File: src/rtl/chunked_addsub.sv
// Multi-cycle adder/subtractor: processes CHUNK bits per clock, LSB chunk first.
// Subtraction is performed as a + ~b + 1 through the same chunk adder.
module chunked_addsub #(
  parameter int WIDTH = 32,
  parameter int CHUNK = 8
) (
  input  logic             clk,
  input  logic             rst_n,
  input  logic             start,
  input  logic             sub,
  input  logic [WIDTH-1:0] a,
  input  logic [WIDTH-1:0] b,
  input  logic             c_in,
  output logic             busy,
  output logic             done,
  output logic [WIDTH-1:0] sum,
  output logic             c_out,
  output logic             overflow
);

  localparam int N   = WIDTH / CHUNK;
  localparam int IW  = (N > 1) ? $clog2(N) : 1;
  localparam int BW  = (WIDTH > 1) ? $clog2(WIDTH) : 1;
  localparam int MSB = WIDTH - 1;

  typedef enum logic [1:0] {IDLE, RUN, DONE} state_t;

  state_t           state_q;
  logic [IW-1:0]    idx_q;
  logic             carry_q;
  logic [WIDTH-1:0] a_q;
  logic [WIDTH-1:0] b_q;
  logic [WIDTH-1:0] sum_q;
  logic             c_out_q;
  logic             ovf_q;

  logic [BW-1:0]    base;
  logic [CHUNK:0]   chunk_sum;
  logic             accept;

  always_comb begin
    base      = BW'(int'(idx_q) * CHUNK);
    chunk_sum = {1'b0, a_q[base +: CHUNK]} + {1'b0, b_q[base +: CHUNK]}
              + (CHUNK+1)'(carry_q);
    accept    = start && (state_q != RUN);
  end

  always_ff @(posedge clk or negedge rst_n) begin
    if (!rst_n) begin
      state_q <= IDLE;
      idx_q   <= '0;
      carry_q <= 1'b0;
      a_q     <= '0;
      b_q     <= '0;
      sum_q   <= '0;
      c_out_q <= 1'b0;
      ovf_q   <= 1'b0;
    end else if (accept) begin
      state_q <= RUN;
      idx_q   <= '0;
      a_q     <= a;
      b_q     <= sub ? ~b : b;
      carry_q <= sub ? 1'b1 : c_in;
      sum_q   <= '0;
      c_out_q <= 1'b0;
      ovf_q   <= 1'b0;
    end else begin
      case (state_q)
        RUN: begin
          sum_q[base +: CHUNK] <= chunk_sum[CHUNK-1:0];
          carry_q              <= chunk_sum[CHUNK];
          idx_q                <= idx_q + IW'(1);
          // Last chunk: its top bit is the final sum MSB used for overflow.
          if (idx_q == IW'(N - 1)) begin
            state_q <= DONE;
            c_out_q <= chunk_sum[CHUNK];
            ovf_q   <= (a_q[MSB] == b_q[MSB]) && (chunk_sum[CHUNK-1] != a_q[MSB]);
          end
        end
        DONE:    state_q <= IDLE;
        default: state_q <= IDLE;
      endcase
    end
  end

  assign busy     = (state_q == RUN);
  assign done     = (state_q == DONE);
  assign sum      = sum_q;
  assign c_out    = c_out_q;
  assign overflow = ovf_q;

endmodule

File: config.mk
export PLATFORM = sky130hd
export DESIGN_NAME = chunked_addsub
export DESIGN_NICKNAME = d
export VERILOG_FILES = /design/src/rtl/chunked_addsub.sv
export SDC_FILE = /design/constraint.sdc
export NUM_CORES = 1
export LEC_CHECK = 0
export ABC_AREA = 1
export CAP_MARGIN = 20
export CORE_MARGIN = 2
export CORE_UTILIZATION = 40
export CTS_BUF_LIST = sky130_fd_sc_hd__clkbuf_4
export CTS_CLUSTER_DIAMETER = 80
export DETAILED_ROUTE_END_ITERATION = 16
export MAX_ROUTING_LAYER = met4
export PLACE_DENSITY_LB_ADDON = 0.08
export SLEW_MARGIN = 20
export SYNTH_ARGS = -nofsm -noshare
export SYNTH_HDL_FRONTEND = slang
export SYNTH_SLANG_ARGS = --single-unit
File: constraint.sdc
create_clock -name clk -period 2.6 [get_ports clk]
set_input_delay 0.52 -clock clk [delete_from_list [all_inputs] [get_ports clk]]
set_output_delay 0.52 -clock clk [all_outputs]
set_load 0.05 [all_outputs]
* Word level (Yosys, flattened, before mapping)
Index checks and enable logic that the tools add are counted.
** Word-level totals
- Register bits :: 103
- Bits of input ports :: 69
- Word-level logic and storage cells :: 47
** Operators by class
- Add/subtract/negate cells :: 4
- Eq/ne operators :: 7
- Shift operators :: 4
- Mux-type cells :: 18
- Bitwise operators :: 1
- Reductions and logical operators :: 5
** Operators with widths (number)
- $mux W32 :: 3
- $shiftx A32 B6 Y8 :: 2
- $bwmux W32 :: 1
- $not A32 Y32 :: 1
- $shift A8 B7 Y32 const A :: 1
- $shiftx A8 B7 Y32 :: 1
- $mux W2 :: 5
- $add A8 B8 Y9 :: 1
- $add A9 B1 Y9 :: 1
- $mux W1 :: 9
- $neg A5 Y7 :: 1
- $eq A2 B2 Y1 const B :: 2
- $reduce_bool A2 Y1 :: 2
- $ne A3 B1 Y1 const B :: 1
- $add A2 B1 Y2 const B :: 1
- $eq A2 B1 Y1 const B :: 1
- $logic_and A1 B1 Y1 :: 2
- $ne A2 B1 Y1 const B :: 1
- $reduce_and A2 Y1 :: 1
- $eq A1 B1 Y1 :: 1
- $ne A1 B1 Y1 :: 1

* Logic depth before layout (Yosys ltp)
Gate-level depths: netlist of run 1.
- Depth after elaboration :: 8
- Gate-level depth with buffers :: 18

* Worst setup path before layout of run 1
OpenSTA, ideal clock, no wires.
- Path kind :: reg2reg
- Start point :: register idx_q[0]
- End point :: register sum_q[12], in the netlist sum[12]
- Library setup time :: 0.118 ns
- Arrival :: 2.381 ns
- Required time :: 2.482 ns
- Slack :: 0.101 ns
- Cell stages (with the launch flop) :: 17
- Path buffers :: 2
- Cells stage by stage :: dfrtp_1 buf_2 inv_2 clkbuf_1 o21ai_0 o22ai_1 fa_1 inv_1 fa_1 inv_1 nand2_1 nand2_1 nand2_1 xor2_1 nor2_1 nand3_1 nand2_1
** Between the ends
- Longest elaborated chain between the ends :: 7
- Elaborated cells on any way between the ends :: 10
** Ends and longest elaborated chain
- start, declared :: RTL line 29 : logic [IW-1:0] idx_q;
- start signal, assigned :: RTL line 72 : idx_q <= idx_q + IW'(1);
- $shiftx A32 B6 Y8 :: RTL line 43 : chunk_sum = {1'b0, a_q[base +: CHUNK]} + {1'b0, b_q[base +: CHUNK]}
- $add A8 B8 Y9 :: RTL line 43
- $add A9 B1 Y9 :: RTL line 44 : + (CHUNK+1)'(carry_q);
- $shiftx A8 B7 Y32 :: RTL line 70 : sum_q[base +: CHUNK] <= chunk_sum[CHUNK-1:0];
- $bwmux W32 * :: RTL line 70
- $mux W32 * :: RTL line 68 : case (state_q)
- $mux W32 * :: RTL line 58 : end else if (accept) begin
- end signal, assigned by index :: RTL line 70
- end, declared :: RTL line 33 : logic [WIDTH-1:0] sum_q;
Every way passes the cells marked *; elsewhere a longest branch is shown, timed or not. The select of a mux whose other input is x is not followed.
A chain may end at the register's enable or synchronous reset.

* Worst setup path in the final report of run 1
- Start point :: register idx_q[0]
- End point :: register sum_q[26], in the netlist sum[26]
The elaborated chain is that of the path after synthesis.

==> flow_summary.yaml, run 1 <==
synthesis:
  yosysMostFrequentCell: "nand2_1"
  synth_top_area_share_pct: 48.88
  synth-seq-area-share_pct: 48.88
  synth_warnings: 0
  async_flop_share_pct: 100.0
  synth_edf_count: 0
  ys_top_cells_by_count: "nand2_1 (222), dfrtp_1 (103), o21ai_0 (57)"
  synthesis.area_um2: 5273
  synth.distinct_cells: 38
  ys_top_cells_by_area: "dfrtp_1 (49%), nand2_1 (16%), xnor2_1 (5.5%), o21ai_0 (5.4%), nor2_1 (3.1%)"
  yosysTopAreaCell: "dfrtp_1"
  synthCells: 617
  synth-seq-cells: 103
  syn_nets: 699
  avgSynthCellArea_um2: 8.545
  synth-main-ff-cell: "dfrtp_1"
sta:
  period_share_pct: 94.63
  setup_viol: 0
  clock_skew_ns: 0.009931
  slew_violations: 0
  clock.fmax_mhz: 406.4
  max_slew_margin_pct: 61.79
  finalCriticalPeriod_ns: 2.460
  holdWs_ns: 0.009899
  finalHoldViolations: 0
  worst_slew_pin_slew_ns: 0.5731
routing:
  routed_wirelength_mm: 13.06
  dr.pass1.iters: 5
  drtIter0Drc: 330
  drtAntennaViolNets: 0
  route.detailed.drc: 0
  via_per_inst: 4.798
  avgRoutedWirePerCell_um: 14.38
  num_vias: 4357
finish:
  fillers: 1265
  utilization_pct: 53.74
  area_delta_synth_final_pct: 29.66
  fin_nets: 812
  drive_above_1_share_pct: 11.97
cts:
  cts-root-buf: "clkbuf_4"
  numCtsBuffers: 9
  tritoncts: "yes"
  clkTransAtPathRegs_ns: 0.15
  clk_latency_ns: 0.48
  cts_buffer_depth: 2
  cts_max_level: 3
  numClockSinks: 103
place:
  portBuffers: 104
  finalWeightedCongestion: 0.8623
  place_hpwl_mm: 9.729
power_and_ir_drop:
  power_density_nw_per_um2: 1503
  vdd_drop_max_v: 0.0006278
  power.leakage_nw: 3.200
  combPwrFrac_pct: 63.0
  seq_power_share_pct: 27.2
  switching_share_pct: 49.81
  p_int_mw: 5.157
  clkPwrFrac_pct: 9.7
  power_switching_mw: 5.117
  power_mw: 10.27
grt:
  grt_pass1_vias: 4332
  grt_antenna_before_repair: 1
  grt-ovfl-total: 0
  grt.total_usage_pct: 19.64
  grt_start_max_net_pins: 63
  grt_pass1_wl_mm: 21.24
hold_path:
  hold_class: "in2async"
worst_setup_path:
  endpoint_kind: "flop"
  endpoint: "sum[26]"
  cp-startpoint: "idx_q[0]"
  crit_type: "reg2reg"
  crit_arrival_ns: 2.86
  crit_required_ns: 3.00
  r2r_slack_ns: 0.14
  r2r-start: "idx_q[0]"
  reg2regPathDepth: 10
  r2r-end: "sum[26]"
  setup.worst_path.start_class: "flop"
  critPathMaxFanout: 16
floorplan:
  core_area_um2: 12720
  initial_utilization_pct: 41.44
  dieWidth_um: 118.8
  io_pins: 105
  fp.dieArea_um2: 14120
  die_h_um: 118.8
  rows: 41
status:
  status: "finished, final reports clean"
run:
  drv_cap: 0
==> layout make-up <==
| class | instances | area (um2) | area share, % |
|---|---|---|---|
| clock inverters | 7 | 111.4 | 1.629 |
| inverters | 32 | 136.4 | 1.995 |
| repair buffers | 130 | 1297 | 18.98 |
| flip-flops and latches | 103 | 2580 | 37.74 |
| well taps | 172 | 215.2 | 3.148 |
| diodes | 1 | 2.502 | 0.03660 |
| multi-input cells | 453 | 2419 | 35.38 |
| clock buffers | 9 | 67.56 | 0.9883 |
| repair inverters | 1 | 7.507 | 0.1098 |
==> worst min path at each step <==
stage	to	slack (ns)	cells after the start	start
2_1_floorplan	a_q[0]	0.22	0	rst_n
3_3_place_gp	a_q[1]	0.46	2	a_q[1]
3_5_place_dp	a_q[30]	0.46	2	a_q[30]
4_1_cts	a_q[9]	0.005	1	rst_n
5_1_grt	a_q[18]	0.02	1	rst_n
6_report	a_q[27]	0.01	1	rst_n
==> layer usage <==
| metal | track usage, % | part of all wire [%] | up-vias |
|---|---|---|---|
| li1 | - | - | 2208 |
| met1 | 25.02 | 45 | 2020 |
| met2 | 31.86 | 48 | 116 |
| met3 | 3.161 | 5.2 | 13 |
| met4 | 6.994 | 1.8 | 0 |
| met5 | - | 0 | - |
==> flip-flops by register name (all words and copies together) (netlist names) <==
register	flops
a_q	32
b_q	32
c_out	1
carry_q	1
idx_q	2
overflow	1
state_q	2
sum	32
==> power by group through the flow <==
stage          Clock, mW  Combinational [mW]  Sequential (mW)
6_report            1.00                6.47             2.80
5_1_grt             1.09                7.16             2.88
4_1_cts             1.03                6.11             2.79
3_5_place_dp           0                6.09             2.82
3_3_place_gp           0                5.97             2.82
2_1_floorplan          0                3.66             3.35
==> cell usage in the layout, fill, tap and decap left out, types with 2 or more instances in the layout <==
master,synthesis,routed
bufinv_16,0,3
clkinv_2,0,2
ha_1,11,11
o22ai_2,0,2
buf_4,4,20
nor2_8,2,2
nand4_1,4,4
o21ai_0,57,53
buf_12,0,3
nand2_1,222,221
inv_1,25,25
clkbuf_4,1,9
nor2_1,43,42
xnor2_1,33,33
a21oi_1,7,6
nand3_1,15,13
o31ai_1,3,2
nand3_2,0,2
o21ai_1,9,12
clkdlybuf4s50_1,0,101
fa_2,0,2
o21ai_2,11,12
dfrtp_2,0,2
buf_6,8,3
nor3_2,2,2
nand2_2,3,4
nor2_4,2,2
inv_4,1,2
dfrtp_1,103,101
inv_2,4,3
a22o_1,3,3
clkinvlp_4,0,3
o22ai_1,14,12
xor2_1,2,2
==> critical path, stage by stage (launching register included) <==
cell and delay [ns]:
dfrtp_2 0.47, buf_12 0.16, o21ai_1 0.07, o22ai_1 0.22, fa_2 0.24, inv_1 0.05, fa_2 0.34, buf_4 0.14
xnor2_1 0.30, nand3_1 0.17, o21ai_0 0.22
==> logic make-up (layout without fill, tap and decap cells) <==
group | Yosys count | after routing | synth area share (%)
and+or+nand+nor | 298 | 298 | 23.87
AOI/OAI and AO/OA | 107 | 107 | 11.82
DFF | 103 | 103 | 48.88
buffers and inverters | 61 | 179 | 6.241
xor gates and xnor gates | 35 | 35 | 5.814
adders and majority gates | 13 | 13 | 3.370
other | 0 | 1 | 0
==> through the flow <==
stage / std cells / setup slack, ns / TNS, ns / area (um2)
final: 908 / 0.1396 / 0 / 6837
after global routing: 908 / -0.02281 / -0.05499 / 6837
after CTS: 896 / 0.01490 / 0 / 6659
after detailed placement: 880 / 0.08773 / 0 / 6480
after global placement: 880 / 0.1133 / 0 / 6480
after floorplan: 617 / 0.1013 / 0 / 5273
==> timing repair <==
item,in CTS,in global routing
endpoints found under the setup margin,0,22
resized for setup,0,25
setup buffers,0,9
hold buffers,0,0
Power figures use the tool's default switching activity.
==> run 2: changes to the inputs <==
--- a/config.mk
+++ b/config.mk
@@ -7,11 +7,12 @@
 export LEC_CHECK = 0
 export ABC_AREA = 1
 export CAP_MARGIN = 20
-export CORE_MARGIN = 2
+export CORE_MARGIN = 10
 export CORE_UTILIZATION = 40
 export CTS_BUF_LIST = sky130_fd_sc_hd__clkbuf_4
 export CTS_CLUSTER_DIAMETER = 80
 export DETAILED_ROUTE_END_ITERATION = 16
+export DONT_BUFFER_PORTS = 1
 export MAX_ROUTING_LAYER = met4
 export PLACE_DENSITY_LB_ADDON = 0.08
 export SLEW_MARGIN = 20
==> run 2 against run 1 <==
Effect of this change:
- fmax up 2.8%
- cell area fell by 17%
- the run now ends with hold timing left
- critical path type unchanged
- first-iteration DRC count decreased by 37%
- hold slack worse by 0.29 ns
- critical path depth increased by 6
- register-to-register slack better by 0.07 ns
- global-route usage fell by 3.7 points
- highest routed layer unchanged
- core utilization shrank 9.2 points
- flip-flop and latch count did not move
- worst setup slack improved by 0.067 ns
- via count shrank 9.8%
- die area grew 29%
==> flow_summary.yaml, run 2 (synthesis results as in run 1) <==
routing:
  route.detailed.drc: 0
  num_vias: 3932
  avgRoutedWirePerCell_um: 17.34
  dr.pass1.iters: 4
  drtIter0Drc: 207
  routed_wirelength_mm: 13.84
  via_per_inst: 4.927
  drtAntennaViolNets: 0
worst_setup_path:
  r2r-start: "idx_q[0]"
  slowest_delay_ns: 0.47
  critPathMaxFanout: 9
  crit_chain: "buf_6 > nor2_1 > o22ai_2 > fa_2 > inv_1 > fa_2 > inv_1 > nand2_1 > nand2_1 > nand3b_1 > nand2_1 > nand2_1 > nand3_2 > nor2_2 > nand2_1 > nand2_1"
  path_common_cell: "nand2_1"
  setup.worst_path.start_class: "flop"
  endpoint_kind: "flop"
  path_buf_inv: 3
  cp_slowest_cell: "dfrtp_2"
  crit_arrival_ns: 2.82
  r2r-end: "sum[14]"
  crit_type: "reg2reg"
  crit_required_ns: 3.03
  cpLargestDelayFamily: "simple AND/OR/NAND/NOR gates"
  cp.depth: 16
  r2r_slack_ns: 0.21
  reg2regPathDepth: 16
sta:
  setup_viol: 0
  fin_tns_setup_ns: 0
  max_slew_margin_pct: 64.28
  finalCriticalPeriod_ns: 2.393
  period_share_pct: 92.05
  finalHoldViolations: 103
  rsz0062_at_grt: "false"
  worst_slew_pin_slew_ns: 0.5357
  slew_violations: 0
  clock.fmax_mhz: 417.8
  clock_skew_ns: 0.01638
  holdWs_ns: -0.2828
floorplan:
  io_pins: 105
  initial_utilization_pct: 41.28
  die_h_um: 134.8
  dieWidth_um: 134.8
  fp.dieArea_um2: 18170
  core_area_um2: 12770
  rows: 41
finish:
  final_common_cell: "nand2_1"
  postLayoutCellArea_um2: 5685
  fin_nets: 701
  mostFrequentLayoutCells: "nand2_1 (222), dfrtp_1 (102), o21ai_0 (54), nor2_1 (42), xnor2_1 (33)"
  area_delta_synth_final_pct: 7.831
  drive_above_1_share_pct: 12.82
grt:
  grt_pass1_wl_mm: 22.08
  grt_pass1_vias: 4049
  grt_antenna_before_repair: 2
  grt_start_max_net_pins: 104
  grt-ovfl-total: 0
  grt.total_usage_pct: 15.92
cts:
  cts_buffer_depth: 2
  cts_max_level: 3
  numClockSinks: 103
  tritoncts: "yes"
  cts-root-buf: "clkbuf_4"
  numCtsBuffers: 9
  clk_latency_ns: 0.47
  clkTransAtPathRegs_ns: 0.15
place:
  finalWeightedCongestion: 0.8797
  place_area_um2: 5421
  place_hpwl_mm: 10.35
  portBuffers: 0
status:
  violations: "hold timing"
  status: "complete, but fails checks"
run:
  drv_cap: 0
hold_path:
  hold_class: "in2async"
==> run 2: how the worst max path moves through the flow <==
stage / start / endpoint / slack, ns
after floorplan: idx_q[0] / sum[12] / 0.10
after global placement: idx_q[0] / carry_q / 0.16
after detailed placement: idx_q[0] / c_out / 0.07
after CTS: idx_q[0] / c_out / 0.02
after global routing: idx_q[0] / sum[14] / 0.01
final: idx_q[0] / sum[14] / 0.21
==> run 2: area by class of cell <==
cell class / count / area, um2
tap: 172 / 215.2
multi-input combinational: 453 / 2434
clock buffer: 9 / 67.56
inverter: 32 / 130.1
sequential: 103 / 2579
timing repair inverter: 1 / 5.005
antenna: 2 / 5.005
timing repair buffer: 19 / 162.7
clock inverter: 7 / 87.58
fill: 1292 / 7088
==> run 2: worst reg2reg max path: stages, from the launching register on <==
cell and delay, ns:
dfrtp_2 0.47, buf_6 0.15, nor2_1 0.16, o22ai_2 0.11, fa_2 0.40, inv_1 0.08
fa_2 0.21, inv_1 0.04, nand2_1 0.05, nand2_1 0.07, nand3b_1 0.11, nand2_1 0.06
nand2_1 0.10, nand3_2 0.08, nor2_2 0.14, nand2_1 0.05, nand2_1 0.06
==> run 2: per-layer routing <==
| metal | global-route usage, % | up-vias | share of wire [%] |
|---|---|---|---|
| li1 | - | 1999 | - |
| met2 | 23.69 | 82 | 47 |
| met3 | 4.785 | 4 | 5.3 |
| met5 | - | - | 0 |
| met1 | 20.83 | 1847 | 47 |
| met4 | 3.809 | 0 | 0.84 |
==> run 2: timing repair <==
item,CTS,global route
endpoints found under the hold margin,103,103
setup buffers,0,3
endpoints found under the setup margin,0,18
resized for setup,0,21
==> run 2: stage by stage <==
step	cells	hold WS, ns	worst slack (ns)	utilization (%)
after global placement	776	0.2293	0.1643	42.44
after global routing	798	-0.3680	0.01213	44.51
after floorplan	617	0.2244	0.1013	-
after detailed placement	776	0.2290	0.06672	42.44
final	798	-0.2828	0.2068	44.51
after CTS	792	-0.3409	0.02426	43.66
Power of run 2 is not shown: default switching activity piles up to over one toggle a cycle in this logic, so the estimate is an artifact.
